[src/rtl/reg_write_arbiter.sv]
// reg_write_arbiter
//   Round-robin arbiter that shares the single write port of the CPU register
//   bank between N_REQ write sources. One winner is chosen per clock. The
//   bank-side write strobe, address and data are registered, and the winner
//   gets a one-cycle registered ack.
//
// Ports
//   clk      : system clock, all state updates on the rising edge
//   reset    : synchronous, active-high reset
//   req      : per-requester write request (bit i = requester i)
//   req_addr : flattened addresses, requester i at [i*ADDR_W +: ADDR_W]
//   req_data : flattened data, requester i at [i*WIDTH +: WIDTH]
//   ack      : one-hot, one-cycle pulse to the requester whose write was taken
//   wr_en    : registered write strobe to the register bank
//   wr_addr  : registered write address (holds its value while idle)
//   wr_data  : registered write data (holds its value while idle)
//   busy     : registered, high in every cycle where wr_en is high
module reg_write_arbiter #(
    parameter int unsigned WIDTH  = 8,
    parameter int unsigned ADDR_W = 2,
    parameter int unsigned N_REQ  = 3
) (
    input  logic                    clk,
    input  logic                    reset,
    input  logic [N_REQ-1:0]        req,
    input  logic [N_REQ*ADDR_W-1:0] req_addr,
    input  logic [N_REQ*WIDTH-1:0]  req_data,
    output logic [N_REQ-1:0]        ack,
    output logic                    wr_en,
    output logic [ADDR_W-1:0]       wr_addr,
    output logic [WIDTH-1:0]        wr_data,
    output logic                    busy
);

    localparam int unsigned PTR_W = (N_REQ > 1) ? $clog2(N_REQ) : 1;

    logic [N_REQ-1:0]  ack_q,     ack_d;
    logic              wr_en_q,   wr_en_d;
    logic [ADDR_W-1:0] wr_addr_q, wr_addr_d;
    logic [WIDTH-1:0]  wr_data_q, wr_data_d;
    logic              busy_q,    busy_d;
    logic [PTR_W-1:0]  ptr_q,     ptr_d;

    logic [N_REQ-1:0]  eligible;
    logic              found;
    int unsigned       win_i;
    int unsigned       idx;

    // A requester that is being acked this cycle may still show req high
    // while it reacts; masking it avoids a second grant of the same write.
    assign eligible = req & ~ack_q;

    // Scan ptr, ptr+1, ..., wrapping past N_REQ-1 back to 0; first hit wins.
    always_comb begin
        found = 1'b0;
        win_i = 0;
        idx   = 0;
        for (int unsigned k = 0; k < N_REQ; k++) begin
            idx = 32'(ptr_q) + k;
            if (idx >= N_REQ) begin
                idx = idx - N_REQ;
            end
            if (!found && eligible[idx]) begin
                found = 1'b1;
                win_i = idx;
            end
        end
    end

    always_comb begin
        ack_d     = '0;
        wr_en_d   = 1'b0;
        busy_d    = 1'b0;
        wr_addr_d = wr_addr_q;
        wr_data_d = wr_data_q;
        ptr_d     = ptr_q;
        if (found) begin
            ack_d[win_i] = 1'b1;
            wr_en_d      = 1'b1;
            busy_d       = 1'b1;
            wr_addr_d    = req_addr[win_i*ADDR_W +: ADDR_W];
            wr_data_d    = req_data[win_i*WIDTH +: WIDTH];
            if (win_i == N_REQ - 1) begin
                ptr_d = '0;
            end else begin
                ptr_d = PTR_W'(win_i + 1);
            end
        end
    end

    always_ff @(posedge clk) begin
        if (reset) begin
            ack_q     <= '0;
            wr_en_q   <= 1'b0;
            wr_addr_q <= '0;
            wr_data_q <= '0;
            busy_q    <= 1'b0;
            ptr_q     <= '0;
        end else begin
            ack_q     <= ack_d;
            wr_en_q   <= wr_en_d;
            wr_addr_q <= wr_addr_d;
            wr_data_q <= wr_data_d;
            busy_q    <= busy_d;
            ptr_q     <= ptr_d;
        end
    end

    assign ack     = ack_q;
    assign wr_en   = wr_en_q;
    assign wr_addr = wr_addr_q;
    assign wr_data = wr_data_q;
    assign busy    = busy_q;

endmodule

[config.mk]
export PLATFORM = sky130hd
export DESIGN_NAME = reg_write_arbiter
export DESIGN_NICKNAME = d
export VERILOG_FILES = /design/src/rtl/reg_write_arbiter.sv
export SDC_FILE = /design/constraint.sdc
export NUM_CORES = 1
export LEC_CHECK = 0
export ABC_AREA = 1
export ABC_CLOCK_PERIOD_IN_PS = 5950
export CAP_MARGIN = 20
export CORE_MARGIN = 5
export CORE_UTILIZATION = 48
export CTS_CLUSTER_DIAMETER = 50
export DETAILED_ROUTE_END_ITERATION = 7
export PLACE_DENSITY = 0.86
export SKIP_LAST_GASP = 1
export SLEW_MARGIN = 20
export SYNTH_ARGS = -nofsm -noshare
export SYNTH_HDL_FRONTEND = slang
export SYNTH_SLANG_ARGS = --single-unit
[constraint.sdc]
create_clock -name clk -period 5.95 [get_ports clk]
set_clock_uncertainty 0.1 [all_clocks]
set_input_delay 0.595 -clock clk [delete_from_list [all_inputs] [get_ports clk]]
set_output_delay 0.595 -clock clk [all_outputs]
set_load 0.02 [all_outputs]
==> impl_metrics.py, run 1 <==
metrics = {
    "logic_synthesis": {
        "synth-seq-cells": 16,
        "synthArstFlopShare": 0,
        "ys.warnings.count": 0,
        "synth_area_um2": 1350,
        "synth_area_per_cell_um2": 6.34,
        "syn-num-nets": 253,
        "yosysMostFrequentCell": "nand2_1",
        "synth.distinct_cells": 24,
        "synth_area_leaders": "dfxtp_1 (24%), nand2_1 (20%), nand3_1 (15%)",
        "synthTopCellsByCount": "nand2_1 (70), nand3_1 (39), inv_1 (17)",
        "postSynthCellCount": 212,
        "yosysSeqAreaShare": 0.238,
        "synth_ff_type": "dfxtp_1",
        "synthDominantCellAreaShare": 0.238,
        "yosysTopAreaCell": "dfxtp_1",
        "synth-edff-count": 0,
    },
    "place": {
        "io_buffers": 49,
        "dp.cells": 284,
        "gp_congestion": 0.873,
        "hpwl_um": 2910,
    },
    "clock_tree": {
        "htree_levels": 1,
        "clockBufferDepth": 2,
        "cts-hold-fix-buffers": 0,
        "postCtsSetupRepairBufs": 0,
        "clkTransAtPathRegs_ns": 0.11,
        "clk_latency_ns": 0.29,
        "numCtsBuffers": 3,
        "clock-sinks": 16,
        "ctsResizeCount": 0,
        "cts_tree": "yes",
        "cts-root-buf": "clkbuf_4",
    },
    "drt": {
        "drt-vias-per-instance": 5.20,
        "wl_um": 3770,
        "drt_pre_antenna_iters": 4,
        "final_antenna_net_count": 0,
        "wl_per_cell_um": 13.1,
        "route.vias.total": 1499,
        "drc_errors": 0,
        "drtIter0Drc": 63,
    },
    "final_layout": {
        "diodes": 0,
        "syn_to_final_growth_pct": 36.9,
        "layout.cells.non_filler": 288,
        "drive_above_1_share": 0.117,
        "nets": 299,
    },
    "power": {
        "seq_power_share": 0.180,
        "internal_power_mw": 0.456,
        "switching_share": 0.538,
        "peakVddDrop_mv": 0.365,
        "p_leak_nw": 0.888,
        "switching_power_mw": 0.532,
        "power_density_nw_per_um2": 536,
        "combPwrFrac": 0.744,
        "clkPwrFrac": 0.076,
    },
    "floorplan": {
        "die_w_um": 62.9,
        "row_count": 19,
        "die_y_um": 62.9,
        "dieArea_um2": 3960,
        "initial_core_util": 0.496,
        "ios": 50,
        "fp.coreArea_um2": 2710,
    },
    "critical_path": {
        "r2r_cells": 13,
        "cp.arrival_ns": 2.85,
        "r2r_end": "wr_addr[1]",
        "cp.required_ns": 6.04,
        "r2r_slack_ns": 3.19,
        "crit_fanout": 21,
        "r2r_start": "ptr_q[0]",
        "worstSetupPathType": "register to register",
        "cpMostUsedCell": "nand2_1",
        "critPathCaptureType": "register",
        "slowest_stage": "nand3_1",
        "path_cells": "inv_1 -> ha_1 -> inv_2 -> nand2_1 -> nand3_1 -> nand2_1 -> nand3_1 -> inv_1 -> nor3_2 -> nand2_1 -> inv_2 -> nand2_1 -> nand2_1",
        "startpoint_type": "register",
        "cp_slowest_stage_delay_ns": 0.54,
    },
    "global_routing": {
        "grt_use_total": 0.188,
        "grt_pass1_vias": 1473,
        "overflow": 0,
        "grt_antenna_before_repair": 0,
        "grt_pass1_wl_um": 6290,
        "grt_max_degree": 22,
    },
    "run": {
        "drv_cap": 0,
    },
    "sta": {
        "timing.fmax_mhz": 362,
        "fin_setup_tns_ns": 0,
        "hold_viol_final": 0,
        "tightest_slew_ns": 0.712,
        "drv_slew": 0,
        "rsz0062_at_grt": "no",
        "hold_slack_ns": 0.366,
        "setup_viol": 0,
        "finalCritPeriodShare": 0.464,
        "max-slew-margin-rel": 0.524,
        "final.min_clock_period_ns": 2.76,
    },
    "hold_path": {
        "worst_hold_path.endpoint": "wr_addr[0]",
        "hold_depth": 2,
        "hp-start": "wr_addr[0]",
        "hp-class": "register to register",
    },
    "status": {
        "status": "finished clean",
    },
}
-- per-layer routing --
metal,wire length (um),vias to the layer above,GRT usage
met5,0,-,0
met2,1850,54,0.317
li1,-,777,-
met3,277,7,0.0468
met1,1590,661,0.232
met4,55,0,0.0610
-- area by class of cell --
| class | instances | area [um^2] |
|---|---|---|
| sequential | 16 | 320 |
| timing repair buffer | 49 | 490 |
| clock buffer | 4 | 36.3 |
| tap | 31 | 38.8 |
| inverter | 24 | 90.1 |
| multi-input combinational | 164 | 866 |
| fill | 255 | 868 |
-- kinds of logic after synthesis --
kind of cell,synth area share
adder cells (fa/ha/maj),0.0558
AO/OA/AOI/OAI,0.0642
buffers and inverters,0.118
AND/OR/NAND/NOR,0.524
flip-flops,0.238
-- power groups by stage --
stage               logic [mW]  registers [mW]  clock network, mW
finish                   0.735           0.178             0.0753
global route             0.815           0.183             0.0804
detailed placement       0.732           0.180                  0
global placement         0.720           0.179                  0
CTS                      0.734           0.178             0.0758
floorplan                0.530           0.220                  0
-- how the worst max path moves through the flow --
| stage | startpoint | endpoint | depth (start not counted) |
|---|---|---|---|
| after global routing | ptr_q[1] | wr_addr[1] | 13 |
| after global placement | req[2] | wr_addr[1] | 11 |
| after detailed placement | req[2] | ptr_q[1] | 10 |
| after floorplan | ptr_q[0] | wr_addr[0] | 14 |
| final | ptr_q[0] | wr_addr[1] | 13 |
| after CTS | ptr_q[0] | wr_addr[1] | 13 |
-- layout by cell type, fill, tap and decap left out, drive strengths merged --
| cell type | n |
|---|---|
| a21oi | 6 |
| clkbuf | 4 |
| clkdlybuf4s50 | 49 |
| dfxtp | 16 |
| ha | 6 |
| inv | 24 |
| nand2 | 75 |
| nand3 | 42 |
| nand3b | 2 |
| nand4 | 8 |
| nor2 | 14 |
| nor3 | 2 |
| o21ai | 9 |
-- critical path: cells and delay by family (launching register included) --
kind	cells	cell delay, ns
flip-flops	1	0.43
adder cells (fa/ha/maj)	1	0.46
AND/OR/NAND/NOR	8	1.15
buffers and inverters	4	0.52
-- stage by stage --
step           utilization  total power, mW  area [um^2]  setup WS (ns)
2_1_floorplan            -            0.750         1350           3.87
3_3_place_gp         0.666            0.899         1810           3.15
3_5_place_dp         0.666            0.911         1810           3.07
4_1_cts              0.680            0.988         1840           3.22
5_1_grt              0.680             1.08         1840           2.97
6_report             0.680            0.988         1840           3.19
-- flip-flops by register name (all words and copies together), names as in the netlist --
register and count:
wr_data 8, ack 3, ptr_q 2, wr_addr 2, busy 1
Note: power is estimated with default switching activity, not from simulation.
==> run 2, diff against run 1 <==
--- a/config.mk
+++ b/config.mk
@@ -6,13 +6,13 @@
 export NUM_CORES = 1
 export LEC_CHECK = 0
 export ABC_AREA = 1
-export ABC_CLOCK_PERIOD_IN_PS = 5950
+export ABC_CLOCK_PERIOD_IN_PS = 2700
 export CAP_MARGIN = 20
 export CORE_MARGIN = 5
-export CORE_UTILIZATION = 48
+export CORE_UTILIZATION = 44
 export CTS_CLUSTER_DIAMETER = 50
 export DETAILED_ROUTE_END_ITERATION = 7
-export PLACE_DENSITY = 0.86
+export PLACE_DENSITY = 0.8
 export SKIP_LAST_GASP = 1
 export SLEW_MARGIN = 20
 export SYNTH_ARGS = -nofsm -noshare
==> constraint.sdc (replaced) <==
create_clock -name clk -period 2.7 [get_ports clk]
set_clock_uncertainty 0.1 [all_clocks]
set_input_delay 0.27 -clock clk [delete_from_list [all_inputs] [get_ports clk]]
set_output_delay 0.27 -clock clk [all_outputs]
set_load 0.02 [all_outputs]
==> run 2 against run 1 <==
Global-route usage fell by 0.30 points; clock power grew 110%; cell area is 0.95% higher; cell count grew 1.4%; combinational power grew 120%; via count is 0.93% higher; first-iteration DRC count increased by 49%; sequential share of layout area is 0.16 points lower; sequential power is 120% higher; utilization down 6.0 points; wire length down 2.2%; non-clock buffer count up 2; critical path type unchanged; largest cell class unchanged; largest power group unchanged.
==> impl_metrics.py, run 2 (synthesis gave the netlist of run 1 again) <==
metrics = {
    "clock_tree": {
        "clkTransAtPathRegs_ns": 0.09,
        "cts_tree": "yes",
        "ctsResizeCount": 0,
        "clock-sinks": 16,
        "numCtsBuffers": 3,
        "htree_levels": 1,
        "clk_latency_ns": 0.29,
        "cts-root-buf": "clkbuf_4",
        "postCtsSetupRepairBufs": 0,
        "clockBufferDepth": 2,
        "cts-hold-fix-buffers": 0,
    },
    "floorplan": {
        "fp.coreArea_um2": 3000,
        "die_w_um": 65.3,
        "ios": 50,
        "dieArea_um2": 4260,
        "die_y_um": 65.3,
        "initial_core_util": 0.448,
        "row_count": 20,
    },
    "critical_path": {
        "startpoint_type": "register",
        "cp_slowest_stage_delay_ns": 0.43,
        "r2r_slack_ns": 0.24,
        "path_cells": "inv_1 -> ha_1 -> inv_2 -> o21ai_2 -> nand2_2 -> nand2_4 -> nor2_4 -> nor2_4 -> inv_2 -> nand2_1 -> nand3_1 -> nand2_1 -> a21oi_2",
        "cp.arrival_ns": 2.54,
        "critPathCaptureType": "register",
        "crit_fanout": 12,
        "r2r_start": "ptr_q[1]",
        "r2r_cells": 13,
        "cp.required_ns": 2.78,
        "critPathTopFamily": "simple AND/OR/NAND/NOR gates",
        "crit_buf_inv": 3,
        "worstSetupPathType": "register to register",
        "r2r_end": "wr_data[2]",
        "slowest_stage": "ha_1",
    },
    "sta": {
        "finalCritPeriodShare": 0.913,
        "rsz0062_at_grt": "no",
        "hold_viol_final": 0,
        "final.min_clock_period_ns": 2.46,
        "tightest_slew_ns": 0.365,
        "setup_viol": 0,
        "drv_slew": 0,
        "max-slew-margin-rel": 0.756,
        "timing.fmax_mhz": 406,
        "hold_slack_ns": 0.353,
        "fin_setup_tns_ns": 0,
    },
    "final_layout": {
        "final_common_cell": "nand2_1",
        "layout.cells.non_filler": 292,
        "final_core_util": 0.619,
        "diodes": 0,
        "mostFrequentLayoutCells": "nand2_1 (70), clkdlybuf4s50_1 (49), nand3_1 (39)",
        "drive_above_1_share": 0.124,
        "syn_to_final_growth_pct": 38.2,
        "nets": 301,
        "fillCellCount": 293,
        "largest_reg_flops": 8,
    },
    "power": {
        "p_leak_nw": 0.896,
        "power_density_nw_per_um2": 1180,
        "peakVddDrop_mv": 0.603,
    },
    "drt": {
        "wl_um": 3690,
        "final_antenna_net_count": 0,
        "route.vias.total": 1513,
        "wl_per_cell_um": 12.6,
        "drc_errors": 0,
        "drt-vias-per-instance": 5.18,
        "drt_pre_antenna_iters": 4,
        "drtIter0Drc": 94,
    },
    "global_routing": {
        "grt_pass1_wl_um": 6290,
        "overflow": 0,
        "grt_pass1_vias": 1478,
        "grt_use_total": 0.185,
        "grt_antenna_before_repair": 0,
        "grt_max_degree": 19,
    },
    "place": {
        "gp_congestion": 0.825,
        "dp.cells": 288,
        "io_buffers": 49,
        "hpwl_um": 2910,
    },
    "hold_path": {
        "hp-class": "register to register",
        "hold_depth": 2,
        "hp-start": "wr_data[0]",
        "worst_hold_path.endpoint": "wr_data[0]",
    },
    "status": {
        "status": "finished clean",
    },
    "run": {
        "drv_cap": 0,
    },
}
==> run 2: changes by cell type in the layout (fill, tap and decap cells not counted) <==
| cell | before | now |
|---|---|---|
| buf_4 | 0 | 2 |
==> run 2: how the worst max path moves through the flow <==
stage / startpoint / end / slack [ns] / depth (start not counted)
3_5_place_dp: ptr_q[1] / wr_data[2] / 0.25 / 13
5_1_grt: ptr_q[1] / wr_data[3] / 0.02 / 12
6_report: ptr_q[1] / wr_data[2] / 0.24 / 13
4_1_cts: ptr_q[1] / wr_data[2] / 0.24 / 13
3_3_place_gp: ptr_q[1] / wr_data[2] / 0.31 / 13
2_1_floorplan: ptr_q[0] / wr_addr[0] / 0.62 / 14
==> run 2: layer usage <==
| metal | wire [um] | share of wire | track usage | up-vias |
|---|---|---|---|---|
| met5 | 0 | 0 | 0 | - |
| met4 | 49 | 0.013 | 0.0725 | 0 |
| met3 | 292 | 0.079 | 0.0547 | 6 |
| met2 | 1800 | 0.49 | 0.315 | 52 |
| met1 | 1540 | 0.42 | 0.217 | 672 |
| li1 | - | - | - | 783 |
==> run 2: final cells by class <==
type                            instances  area (um^2)  area share
Clock buffer                            4         36.3      0.0195
Inverter                               24         90.1      0.0485
Multi-Input combinational cell        164          866       0.466
Sequential cell                        16          320       0.172
Tap cell                               33         41.3      0.0222
Timing Repair Buffer                   51          505       0.272
==> run 2: power breakdown <==
group | switching, mW | leakage [nW] | internal, mW
combinational | 1.04 | 0.743 | 0.605
clock | 0.0765 | 0.0210 | 0.0822
sequential | 0.0511 | 0.133 | 0.335
total | 1.17 | 0.896 | 1.02
==> run 2: through the flow <==
stage          setup slack, ns  power (mW)  cell area [um^2]
2_1_floorplan            0.619        1.65              1350
3_5_place_dp             0.252        2.03              1820
6_report                 0.236        2.19              1860
5_1_grt                 0.0160        2.42              1860
4_1_cts                  0.239        2.20              1860
3_3_place_gp             0.312        2.01              1820
==> run 2: worst register-to-register path, cell delays in order, from the launching register on <==
cell and delay, ns:
dfxtp_1 0.41, inv_1 0.12, ha_1 0.43, inv_2 0.09
o21ai_2 0.17, nand2_2 0.11, nand2_4 0.11, nor2_4 0.04
nor2_4 0.25, inv_2 0.18, nand2_1 0.09, nand3_1 0.12
nand2_1 0.10, a21oi_2 0.05
==> run 3, diff against run 2 <==
--- a/config.mk
+++ b/config.mk
@@ -6,13 +6,13 @@
 export NUM_CORES = 1
 export LEC_CHECK = 0
 export ABC_AREA = 1
-export ABC_CLOCK_PERIOD_IN_PS = 2700
-export CAP_MARGIN = 20
+export ABC_CLOCK_PERIOD_IN_PS = 2100
+export CAP_MARGIN = 15
 export CORE_MARGIN = 5
-export CORE_UTILIZATION = 44
+export CORE_UTILIZATION = 40
 export CTS_CLUSTER_DIAMETER = 50
 export DETAILED_ROUTE_END_ITERATION = 7
-export PLACE_DENSITY = 0.8
+export PLACE_DENSITY = 0.76
 export SKIP_LAST_GASP = 1
 export SLEW_MARGIN = 20
 export SYNTH_ARGS = -nofsm -noshare
==> constraint.sdc (replaced) <==
create_clock -name clk -period 2.1 [get_ports clk]
set_clock_uncertainty 0.1 [all_clocks]
set_input_delay 0.21 -clock clk [delete_from_list [all_inputs] [get_ports clk]]
set_output_delay 0.21 -clock clk [all_outputs]
set_load 0.02 [all_outputs]
==> run 3 against run 2 <==
The flow now finishes with violations (setup timing); sequential power up 30%; die area up 8.4%; total power up 94%; worst hold slack better by 0.0043 ns; cell area up 33%; register-to-register slack worse by 0.27 ns; critical path depth up 2; critical endpoint is now wr_addr[0]; non-clock buffer count up 38; global-route usage up 2.0 points; clock-buffer cell count unchanged.
==> impl_metrics.py, run 3 (synthesis gave the netlist of run 1 again) <==
metrics = {
    "hold_path": {
        "hold_depth": 2,
        "hp-class": "register to register",
    },
    "final_layout": {
        "multi_input_area_um2": 1070,
        "largest_reg_flops": 8,
        "diodes": 0,
        "regArea_um2": 323,
        "drive_above_1_share": 0.346,
        "mostFrequentLayoutCells": "nand2_1 (60), clkdlybuf4s50_1 (49), nand3_1 (31)",
        "fillCellCount": 269,
        "nets": 340,
        "syn_to_final_growth_pct": 83.9,
        "final_common_cell": "nand2_1",
    },
    "clock_tree": {
        "clkTransAtPathRegs_ns": 0.10,
        "clockBufferDepth": 2,
        "htree_levels": 1,
        "clock-sinks": 16,
        "cts-root-buf": "clkbuf_4",
        "numCtsBuffers": 3,
        "cts_tree": "yes",
        "cts-hold-fix-buffers": 0,
        "clk_latency_ns": 0.30,
    },
    "power": {
        "p_leak_nw": 1.16,
        "power_density_nw_per_um2": 1720,
        "peakVddDrop_mv": 0.888,
    },
    "critical_path": {
        "slowest_stage": "dfxtp_2",
        "r2r_cells": 15,
        "worstSetupPathType": "register to register",
        "startpoint_type": "register",
        "cp.arrival_ns": 2.25,
        "crit_cells": 15,
        "critPathCaptureType": "register",
        "cp.required_ns": 2.21,
        "crit_fanout": 5,
        "critPathTopFamily": "simple AND/OR/NAND/NOR gates",
        "cp_slowest_stage_delay_ns": 0.36,
        "path_cells": "inv_4 -> buf_6 -> ha_4 -> nand3_1 -> nand3_4 -> buf_6 -> nand2_4 -> nand4_1 -> o21ai_4 -> nor2_2 -> buf_4 -> nand3_1 -> nand2_2 -> nand3b_1 -> nand2_1",
        "crit_buf_inv": 4,
    },
    "floorplan": {
        "die_w_um": 68.0,
        "die_y_um": 68.0,
        "dieArea_um2": 4620,
        "ios": 50,
        "row_count": 21,
        "fp.coreArea_um2": 3280,
        "initial_core_util": 0.410,
    },
    "drt": {
        "drtIter0Drc": 96,
        "final_antenna_net_count": 0,
        "drt-met1-wl_um": 1850,
        "drt-vias-per-instance": 5.16,
        "wl_met2_um": 2460,
        "wl_per_cell_um": 14.1,
        "drc_errors": 0,
        "drt_pre_antenna_iters": 4,
        "route.vias.total": 1774,
        "wl_um": 4840,
        "top_layer_used": "met4",
        "wl_met3_um": 400,
    },
    "sta": {
        "timing.fmax_mhz": 468,
        "hold_viol_final": 0,
        "layout_setup_ws_ns": -0.0368,
        "max-slew-margin-rel": 0.823,
        "rsz0062_at_grt": "yes",
        "setup_viol": 5,
        "tightest_slew_ns": 0.265,
        "finalCritPeriodShare": 1.02,
        "hold_slack_ns": 0.357,
        "fin_setup_tns_ns": -0.0451,
        "drv_slew": 0,
        "final.min_clock_period_ns": 2.14,
    },
    "global_routing": {
        "overflow": 0,
        "grt_antenna_before_repair": 0,
        "grt_pass1_vias": 1702,
        "grt_use_total": 0.205,
        "grt_max_degree": 21,
        "grt_pass1_wl_um": 7140,
    },
    "place": {
        "gp_congestion": 0.848,
        "preCtsSetupSlack_ns": -0.0923,
        "hpwl_um": 3200,
        "io_buffers": 49,
    },
    "status": {
        "violations": "setup timing",
        "status": "complete, but fails checks",
    },
    "run": {
        "drv_cap": 0,
    },
}
## run 3: where the power goes
group | switching [mW] | internal, mW
registers | 0.0677 | 0.433
clock network | 0.117 | 0.106
logic | 1.84 | 1.68
total | 2.03 | 2.22
## run 3: area by class of cell
cell class / instances / share of cell area
multi-input combinational: 165 / 0.433
sequential: 16 / 0.131
inverter: 24 / 0.0395
clock buffer: 4 / 0.0147
tap: 46 / 0.0233
timing repair buffer: 89 / 0.359
## run 3: worst min-delay path, stage by stage (launching register included)
cell,delay [ns]
dfxtp_1,0.32
nand2_1,0.06
nand2_1,0.04
## run 3: final timing paths
path | from | slack [ns] | endpoint
max | ptr_q[1] | -0.04 | wr_addr[0]
min | wr_addr[1] | 0.36 | wr_addr[1]
max reg2reg | ptr_q[1] | -0.04 | wr_addr[0]
min reg2reg | wr_addr[1] | 0.36 | wr_addr[1]
## run 3: through the flow
stage / total power [mW] / util / cell area [um^2] / cells
after global placement: 3.18 / 0.639 / 2100 / 329
final: 4.25 / 0.753 / 2470 / 344
after global routing: 4.51 / 0.753 / 2470 / 344
after CTS: 3.91 / 0.712 / 2340 / 341
after detailed placement: 3.21 / 0.639 / 2100 / 329
after floorplan: 2.13 / - / 1350 / 212
## run 3: routing by layer
layer / global-route usage / vias to the layer above
met5: 0 / -
met4: 0.0769 / 0
met3: 0.0558 / 18
met2: 0.360 / 96
met1: 0.236 / 804
li1: - / 856
## run 3: what timing repair did
action	CTS	global route
pin swaps	7	26
buffers inserted	5	4
setup endpoints to repair	14	14
gates resized for setup	23	32
gates cloned	3	0
==> RTL edit 1: new RTL, config.mk and constraints of run 3 <==
The parameter `N_REQ` goes from 3 to 5.
--- a/src/rtl/reg_write_arbiter.sv
+++ b/src/rtl/reg_write_arbiter.sv
@@ -20,3 +20,3 @@
     parameter int unsigned ADDR_W = 2,
-    parameter int unsigned N_REQ  = 3
+    parameter int unsigned N_REQ  = 5
 ) (
Interface: changed (resized ack, req, req_addr and req_data); port bits go from 50 to 74. No check against the original RTL was run, so the function may have changed too.
==> RTL edit 1 against run 3 <==
- first-iteration DRC count increased to 3.1 times the old value
- area after synthesis increased by 82%
- routed wire length increased by 120%
- design area increased by 90%
- setup slack got worse by 1200 ps
- largest cell class unchanged
- the flow still finishes with violations (negative setup slack)
- worst hold slack improved by 5.1 ps
- sequential cell count increased by 3
Power is not shown: default switching activity piles up to over one toggle a cycle in this logic, so the estimate is an artifact.
==> RTL edit 1: results (changes against run 3) <==
GR Util met3=3.575% (-2.0 points); CTS root buf=clkbuf_8; setup_tns=-21300 ps (-21250 ps); outcome=finished with violations; number of global-route vias before repair=3380 (+99%); fillcell total=391 (+45%); final instance area=4708 um2 (+90%); Worst Setup EP=wr_data[7]; FF-to-FF path depth=22 (+7); Yosys cell types=32 (+33%); met2 GRT Util=43.85% (+7.9 points); violated checks=negative setup slack; Routed WL=10.61 mm (+120%); dpl hpwl=6.920 mm (+120%); met3 WL=707 um (+77%); DRT Pass-1 Iters=5 (+1); met1 WL=3.893 mm (+110%); average wire per standard cell=15.58 um (+11%); top post-synthesis cells by area=nand2_1, dfxtp_1, nand3_1; first-iteration detailed-routing DRC count=295 (+210%); Seq/Total Area, Yosys=15.55% (-8.3 points); share of post-route cells with drive strength above 1=39.11% (+4.5 points); Clock Latency Late Sink=260 ps (-40 ps); Setup WS pre-CTS=-1141 ps (-1049 ps); post-route setup slack=-1279 ps (-1242 ps); hold_sp=wr_data[3]; routed length on met2=5.609 mm (+130%); endpoints failing setup=19 (+14); routability congestion estimate=0.9134 (+7.7%); commonest cells in the synthesized netlist=nand2_1, inv_1, nand3_1; CP Max Fanout=7 (+2); gr usage total=22.92% (+2.4 points); placed cells=657 (+100%); Post-Syn Nets=502 (+98%); largest net degree at the start of global routing=16 (-24%); vias per cell=5.266 (+2.1%)
RTL edit 1: cell count changes in the layout (fill, tap and decap cells not counted), sizes merged, moves of 4 or more:
cell           before  now
nand4               8   12
nand3              42   69
inv                24   77
ha                  6   16
buf                40  106
clkdlybuf4s50      49   73
nor2               14   39
nand2              76  143
o21ai               9   19
nand3b              2    7
RTL edit 1: what timing repair did:
action,4_1_cts,5_1_grt
cloned,0,2
endpoints found under the setup margin,19,19
pin swaps,28,40
setup buffers,11,8
gates resized for setup,51,66
RTL edit 1: logic make-up (layout without fill, tap and decap cells):
group           count (synthesis)  count (layout)  synth area share [%]
buf+inv                        86             264                 14.63
compound gates                 33              33                 8.286
flops                          19              19                 15.55
fa+ha+maj                      17              17                 9.003
xor+xnor                        2               2                0.7162
simple gates                  271             271                 51.82
RTL edit 1: critical path, cell delays in order (launching register included):
cell,delay [ps]
dfxtp_4,410
inv_8,60
buf_6,120
ha_4,270
buf_6,120
a21oi_4,60
nor2_4,160
nand3_1,170
nand2_4,130
nand2_1,70
o211ai_1,110
nand3_1,150
nand2_2,160
inv_2,70
nand3_4,160
nor2_4,70
a21oi_4,250
clkbuf_16,220
nand2_1,60
nand3_1,70
nand3_1,120
nand2_1,110
nand2_1,50
RTL edit 1: layout make-up:
type	count	area share, %
Inverter	79	6.777
Tap cell	75	1.993
Clock buffer	4	0.9567
Timing Repair Buffer	181	35.13
Multi-Input combinational cell	323	46.82
Sequential cell	19	8.318
RTL edit 1: worst min path at each step:
stage / slack [ps] / endpoint
3_5_place_dp: 350 / wr_data[3]
3_3_place_gp: 350 / wr_data[3]
6_report: 360 / wr_data[3]
2_1_floorplan: 200 / busy
4_1_cts: 360 / wr_data[3]
5_1_grt: 390 / wr_data[3]
==> RTL edit 2: new RTL, settings of run 3 <==
Without the edit above. Take the reset off `wr_data_q` and load it in a clocked block of its own.
--- a/src/rtl/reg_write_arbiter.sv
+++ b/src/rtl/reg_write_arbiter.sv
@@ -95,3 +95,2 @@
             wr_addr_q <= '0;
-            wr_data_q <= '0;
             busy_q    <= 1'b0;
@@ -102,3 +101,2 @@
             wr_addr_q <= wr_addr_d;
-            wr_data_q <= wr_data_d;
             busy_q    <= busy_d;
@@ -106,2 +104,6 @@
         end
+    end
+
+    always_ff @(posedge clk) begin
+        wr_data_q <= wr_data_d;
     end
Formal check against the unedited RTL: not equivalent (Yosys sat finds a counterexample within 4 cycles, from zero or initial values and one cycle with reset high).
==> RTL edit 2 against run 3 <==
- setup slack gained 61 ps
- worst hold slack gained 27 ps
- synthesized cell count shrank 27%
- design area shrank 20%
- sequential share of layout area grew 7.4 points
- die area shrank 12%
- fmax grew 2.9%
- critical path depth shrank 4
- global-route usage shrank 4.4 points
- sequential cell count is the same
- non-clock buffer count shrank 18
- routed wire length shrank 24%
- total power shrank 23%
- area after synthesis shrank 14%
- critical endpoint is now wr_data[7]
- largest cell class unchanged
==> RTL edit 2: results (changes against run 3) <==
top post-synthesis cells by area=edfxtp_1, dfxtp_1, nand3_1; dpl hpwl=2.734 mm (-14%); EDFF count, synth=8 (+8); Pleak=0.8429 nW (-27%); Hold/Removal Path Class=flop to flop; share of post-route cells with drive strength above 1=28.13% (-6.4 points); CP arrival=2020 ps (-230 ps); Post-Syn Nets=196 (-23%); slowest stage delay, CP=390 ps (+30 ps); routability congestion estimate=0.9061 (+6.9%); Worst-path clk slew=100 ps (about the same); Clock Latency Late Sink=290 ps; hold_sp=wr_addr[1]; total gr overflow=0 (unchanged); post-CTS sizing=9 (-61%); Yosys cell types=26 (+8.3%); outcome=finished, final reports clean; r2r endpoint=wr_data[7]; routed length on met2=1.844 mm (-25%); first-iteration detailed-routing DRC count=93 (-3.1%); critical path's top delay family=buffers and inverters; antenna diode count=0 (unchanged); CP Max Fanout=6 (+1); Worst R2R Start=ptr_q[0]; Seq/Total Area, Yosys=34.59% (+11 points); maximum vdd drop=1.134 mV (+28%); CTS root buf=clkbuf_4; critical path's slowest cell=dfxtp_4; Routed WL=3.667 mm (-24%); Nets=266 (-22%); setup bufs post-CTS=0 (-5); fillcell total=207 (-23%); syn_area_per_cell=7.467 um2 (+18%); Final ANT Viol Nets=0 (unchanged); GRT met1 Usage=21.67% (-1.9 points); met2 GRT Util=25.50% (-10 points); post-synthesis compound-gate area fraction=10.38% (+4.0 points); Reg2Reg Setup Slack=20 ps (+60 ps); met1 WL=1.551 mm (-16%); number of global-route vias before repair=1230 (-28%); DRT Pass-1 Iters=4 (unchanged); Max Used Layer=met4; Warnings, synthesis=0 (unchanged); gr usage total=16.15% (-4.4 points); Primary FF master, synth=edfxtp_1; min cycle time layout=2076 ps (-60.59 ps); wire length of the first global-routing pass=5.437 mm (-24%); Setup WS pre-CTS=-99.02 ps (-6.735 ps); GR Util met3=3.327% (-2.3 points); placed cells=249 (-24%); largest net degree at the start of global routing=14 (-33%); max_slew headroom=83.97% (+1.7 points); met3 WL=247 um (-38%); total number of vias=1357 (-24%); adder-cell share of the synthesized area=6.486% (+0.91 points); commonest cells in the synthesized netlist=nand2_1, nand3_1, inv_1; FF-to-FF path depth=11 (-4); initial antenna violation count=0 (unchanged); vias per cell=5.322 (+3.2%)
==> RTL edit 2: area by class of cell <==
cell class,count,area share [%]
well taps,31,1.960
clock inverters,1,0.1896
clock buffers,3,1.138
repair buffers,71,33.69
inverters,23,5.120
flip-flops and latches,16,20.48
multi-input cells,110,37.42
==> RTL edit 2: worst max path at each step <==
stage / startpoint / to
after floorplan: ptr_q[1] / ack[0]
after global placement: ptr_q[1] / ack[0]
after detailed placement: ptr_q[0] / ack[0]
after CTS: ptr_q[0] / wr_data[1]
after global routing: ptr_q[0] / wr_data[7]
final: ptr_q[0] / wr_data[7]
==> RTL edit 2: stage by stage <==
stage	area (um2)	hold slack, ps
after floorplan	1175	172.4
after global placement	1798	366.4
after detailed placement	1798	374.4
after CTS	1847	391.8
after global routing	1979	412.4
final	1979	384.1
==> RTL edit 2: power by group <==
group	internal, W	leakage (nW)	switching [W]
clock	0.0000690	0.0154	0.000102
combinational	0.00108	0.676	0.00139
sequential	0.000563	0.151	0.0000639
total	0.00171	0.843	0.00156
